===== src/rtl/eth_pkg.sv =====
// Shared Ethernet receive-path types and constants.
// Used by bitorder, mac filter, checksum and aggregate stages.
package eth_pkg;

   typedef enum logic [2:0] {
      DEST,
      SRC,
      TYPE,
      PAYLOAD,
      DROP
   } filt_state_t;

   localparam int          MAC_BITS      = 48;
   localparam int          TYPE_BITS     = 16;
   localparam logic [47:0] MAC_BROADCAST = 48'hFFFF_FFFF_FFFF;

endpackage


===== src/rtl/eth_mac_filter.sv =====
// Destination MAC filter: drops frames not addressed to this node
// or broadcast, strips the 14-byte header, forwards payload + FCS.
// Ports:
//   clk        system clock
//   rst        synchronous active-high reset
//   axiiv      input chunk valid (one contiguous run per frame)
//   axiid      input chunk, MSB-first, N bits
//   axiov      output payload chunk valid (1-cycle latency)
//   axiod      output payload chunk (zero when not valid)
//   frame_drop one-cycle pulse when the destination mismatches
module eth_mac_filter
   import eth_pkg::*;
#(
   parameter int          N      = 2,
   parameter logic [47:0] MY_MAC = 48'h69_69_5A_06_54_91
) (
   input  logic         clk,
   input  logic         rst,
   input  logic         axiiv,
   input  logic [N-1:0] axiid,
   output logic         axiov,
   output logic [N-1:0] axiod,
   output logic         frame_drop
);

   localparam int DEST_CH = MAC_BITS / N;
   localparam int SRC_CH  = MAC_BITS / N;
   localparam int TYPE_CH = TYPE_BITS / N;
   localparam int CW      = $clog2(DEST_CH + 1);

   typedef logic [CW-1:0] cnt_t;

   filt_state_t  state, state_n;
   cnt_t         cnt, cnt_n;
   logic         my_match, my_match_n;
   logic         bc_match, bc_match_n;
   logic         armed, armed_n;
   logic         axiov_n;
   logic [N-1:0] axiod_n;
   logic         drop_n;
   logic [N-1:0] mac_chunk;
   logic         my_c, bc_c;

   always_ff @(posedge clk) begin
      if (rst) begin
         state      <= DEST;
         cnt        <= '0;
         my_match   <= 1'b1;
         bc_match   <= 1'b1;
         // A reset in the middle of a frame must not let the
         // tail of that frame be parsed as a new header.
         armed      <= ~axiiv;
         axiov      <= 1'b0;
         axiod      <= '0;
         frame_drop <= 1'b0;
      end else begin
         state      <= state_n;
         cnt        <= cnt_n;
         my_match   <= my_match_n;
         bc_match   <= bc_match_n;
         armed      <= armed_n;
         axiov      <= axiov_n;
         axiod      <= axiod_n;
         frame_drop <= drop_n;
      end
   end

   assign mac_chunk = MY_MAC[MAC_BITS-1-int'(cnt)*N -: N];
   assign my_c      = my_match & (axiid == mac_chunk);
   assign bc_c      = bc_match & (&axiid);

   always_comb begin
      state_n    = state;
      cnt_n      = cnt;
      my_match_n = my_match;
      bc_match_n = bc_match;
      armed_n    = armed | ~axiiv;
      axiov_n    = 1'b0;
      axiod_n    = '0;
      drop_n     = 1'b0;
      if (!axiiv) begin
         state_n    = DEST;
         cnt_n      = '0;
         my_match_n = 1'b1;
         bc_match_n = 1'b1;
      end else if (armed) begin
         unique case (state)
            DEST: begin
               my_match_n = my_c;
               bc_match_n = bc_c;
               if (cnt == cnt_t'(DEST_CH - 1)) begin
                  cnt_n = '0;
                  if (my_c | bc_c) begin
                     state_n = SRC;
                  end else begin
                     state_n = DROP;
                     drop_n  = 1'b1;
                  end
               end else begin
                  cnt_n = cnt + 1'b1;
               end
            end
            SRC: begin
               if (cnt == cnt_t'(SRC_CH - 1)) begin
                  cnt_n   = '0;
                  state_n = TYPE;
               end else begin
                  cnt_n = cnt + 1'b1;
               end
            end
            TYPE: begin
               if (cnt == cnt_t'(TYPE_CH - 1)) begin
                  cnt_n   = '0;
                  state_n = PAYLOAD;
               end else begin
                  cnt_n = cnt + 1'b1;
               end
            end
            PAYLOAD: begin
               axiov_n = 1'b1;
               axiod_n = axiid;
            end
            DROP: begin
               state_n = DROP;
            end
            default: begin
               state_n = DEST;
               cnt_n   = '0;
            end
         endcase
      end
   end

endmodule


===== config.mk =====
export PLATFORM = sky130hd
export DESIGN_NAME = eth_mac_filter
export DESIGN_NICKNAME = d
export VERILOG_FILES = /design/src/rtl/eth_pkg.sv /design/src/rtl/eth_mac_filter.sv
export SDC_FILE = /design/constraint.sdc
export NUM_CORES = 1
export LEC_CHECK = 0
export BUFFER_PORTS_ARGS = -buffer_cell sky130_fd_sc_hd__buf_2
export CAP_MARGIN = 15
export CORE_MARGIN = 2
export CORE_UTILIZATION = 51
export DETAILED_ROUTE_END_ITERATION = 8
export PLACE_DENSITY_LB_ADDON = 0.08
export SETUP_SLACK_MARGIN = 0.05
export SYNTH_ARGS = -nofsm -noshare
export SYNTH_HDL_FRONTEND = slang
export SYNTH_SLANG_ARGS = --single-unit

===== constraint.sdc =====
create_clock -name clk -period 1.8 [get_ports clk]
set_input_delay 0.27 -clock clk [delete_from_list [all_inputs] [get_ports clk]]
set_output_delay 0.27 -clock clk [all_outputs]
set_load 0.02 [all_outputs]

==> key figures <==
Routing
  • DRT Wirelength: between 2000 and 2500 um
  • DRT iter0 DRCs: 12
  • First drt pass iteration count: 4
  • Routed Antenna Nets: 0
  • Via/cell ratio: between 6 and 7
  • Average wire per standard cell: between 10 and 15 um
  • Residual DRC: 0
  • Via count: between 800 and 900

Run
  • Max-cap violations: 0

STA
  • Final Setup Violations: 0
  • Fin. Hold Viols: 0
  • Worst slew margin: between 70% and 80%
  • Fin crit period: roughly 1.8 ns
  • RSZ-0062 raised after global routing: true
  • Final period utilization: 98.8%
  • PnR worst setup slack: 0.0220 ns
  • Worst-margin pin slew: 0.415 ns
  • Pins Over Slew Limit: 0
  • Max Fclk: approximately 0.56 GHz
  • Fin Clk Skew: 0.00262 ns

Synth
  • Post-synthesis cell area: approximately 900 sq um
  • Syn Inst Count: between 100 and 150
  • Yosys warnings: 0
  • Synth Flop Type: dfxtp_1
  • Commonest cells post-synth: dfxtp_1, nor2_1, o21ai_0, a21oi_1, nand2_1
  • Yosys reg bits: 15
  • Mapped Nets: between 100 and 150
  • EDFF count, synth: 0
  • Synth cell types: 44
  • Cell taking the most area after synthesis: dfxtp_1
  • Syn Area/Cell: 8.05 sq um
  • Synth async-reset ratio: 0%
  • Count leader, synth: dfxtp_1
  • Register area share after synthesis: about a third
  • Largest cells by area after synthesis: dfxtp_1, o21ai_0, nor2_1
  • Yosys top cell area share: about a third

Floorplan
  • Site Rows: 15
  • Die ar.: 0.00212 sq mm
  • Initial core utilization: about 53%
  • Top Ports: 9
  • Die Width: ~46 um
  • Core Box Area: roughly 0.0017 sq mm
  • Die H: 46.1 um

Place
  • DP HPWL: ~1500 um
  • Gpl congestion: slightly above 0.8
  • Pre-CTS WS: -0.0205 ns
  • Placed Cells: between 100 and 150
  • # port buffers: 8

Power and ir drop
  • PwrDens: around 570 mW/mm^2
  • Max VDD drop: roughly 0.35 mV
  • Pleak: between 0.4 and 0.5 nW

Global routing
  • Initial antenna violation count: 0
  • GR Overflow Total: 0
  • Vias in the first global route: between 800 and 900
  • First-pass GRT wire length: 3370 um
  • Largest net degree at the start of global routing: 14
  • Total track usage: 22.1%

Worst setup path
  • Setup crit start kind: flop
  • CP Max Fanout: 5
  • Setup crit end kind: flop
  • Critical path arrival: 1.96 ns
  • Worst R2R Start: cnt[3]
  • Req. time, crit path: slightly below 2 ns
  • CP startpoint: cnt[3]
  • Critical Setup Path Class: flop to flop

Clock tree
  • Clk Latency, worst-skew pair: 0.28 ns
  • Clock Sinks: 15
  • Worst-path clk slew: about 0.09 ns
  • TritonCTS buffer count: 3
  • Clk buf depth: 2
  • CTS tree: yes
  • Post-CTS Hold Buffers: 0
  • Clk root buf: clkbuf_4
  • H-tree levels: 1

Layout
  • Nets@finish: 136
  • # diodes: 0
  • Filler cell count: 136
  • Area growth from synthesis to layout: 21.4%
  • Non-Filler Instances: about 150
  • Proportion of layout cells with a drive suffix above 1: 29.7%

Status
  • Status: finished, final reports clean

Min path
  • Worst Hold Class: input pin to flop
  • Hold Startpoint: axiiv
==> power by group <==
group / total [mW] / switching (mW) / internal (mW)
clock network: 0.192 / 0.106 / 0.0861
logic: 0.0860 / 0.0454 / 0.0406
registers: 0.349 / 0.0106 / 0.338
==> registers in the layout, summed over array words and instances (netlist names) <==
signal	flops
armed	1
state	3
axiod	2
frame_drop	1
my_match	1
axiov	1
cnt	5
bc_match	1
==> cell type report <==
class                      instances  area, sq um  share of cell area (%)
timing repair buffer              21          141                    12.9
inverter                           4         15.0                    1.37
tap                               17         21.3                    1.94
multi-input combinational         84          583                    53.3
clock buffer                       4         26.3                    2.40
sequential                        15          308                    28.1
==> layout by cell type, fill, tap and decap left out, types with 2 or more instances in the layout <==
master / Yosys / routed
a211oi_1: 2 / 2
a21oi_1: 6 / 6
a31oi_1: 3 / 3
and2_1: 2 / 2
and3_1: 3 / 3
and3b_1: 2 / 2
buf_2: 3 / 8
buf_4: 1 / 12
clkbuf_4: 0 / 3
dfxtp_1: 15 / 11
dfxtp_2: 0 / 3
inv_1: 4 / 4
nand2_1: 6 / 6
nand3_1: 4 / 4
nor2_1: 10 / 10
nor2b_1: 4 / 3
nor3_1: 3 / 2
nor3b_1: 3 / 3
o21ai_0: 8 / 6
o21ai_1: 2 / 3
o31ai_1: 2 / 2
==> routing by layer <==
| layer | routed length (um) | up-vias | track usage, % | part of all wire (%) |
|---|---|---|---|---|
| met5 | 0 | - | 0 | 0 |
| met4 | 27 | 0 | 6.86 | 1.3 |
| li1 | - | 447 | - | - |
| met1 | 910 | 414 | 27.1 | 44 |
| met3 | 104 | 4 | 4.71 | 5.0 |
| met2 | 1020 | 25 | 38.1 | 49 |
==> worst max-delay path, cell delays in order (launching register included) <==
cell and delay [ns]:
dfxtp_2 0.35, ha_4 0.25, buf_4 0.14, nor3b_1 0.17
o31ai_1 0.09, a31oi_1 0.17, xnor2_1 0.16, nand3_2 0.13
a22o_1 0.22
==> logic make-up (layout without fill, tap and decap cells) <==
| group | Yosys count | in the layout | share of synthesized area (%) |
|---|---|---|---|
| multiplexers | 1 | 1 | 1.25 |
| adder cells (fa/ha/maj) | 2 | 2 | 2.77 |
| buffers and inverters | 13 | 29 | 7.07 |
| XOR/XNOR | 3 | 3 | 3.75 |
| AND/OR/NAND/NOR | 46 | 46 | 29.1 |
| flip-flops | 15 | 15 | 33.3 |
| AO/OA/AOI/OAI | 32 | 32 | 22.7 |
==> timing repair <==
action                     4_1_cts  5_1_grt
setup endpoints to repair        5        6
resized for setup                5       10
setup buffers                    1        2
pin swaps                        7        6
==> final timing paths <==
path	endpoint	slack, ns	cells after the start
max	state[2]	0.02	8
min	armed	0.18	2
max reg2reg	state[2]	0.02	8
min reg2reg	bc_match	0.48	2
==> through the flow <==
stage / hold slack (ns) / instance area (sq um) / total power, mW / utilization, % / setup TNS (ns)
after floorplan: 0.346 / 916 / 0.411 / - / 0
after CTS: 0.181 / 1040 / 0.626 / 61.9 / 0
after global placement: 0.454 / 1000 / 0.433 / 59.4 / 0
final: 0.185 / 1090 / 0.627 / 64.8 / 0
after detailed placement: 0.467 / 1000 / 0.436 / 59.4 / -0.0205
after global routing: 0.208 / 1090 / 0.654 / 64.8 / -0.111
Note: power is estimated with default switching activity, not from simulation.
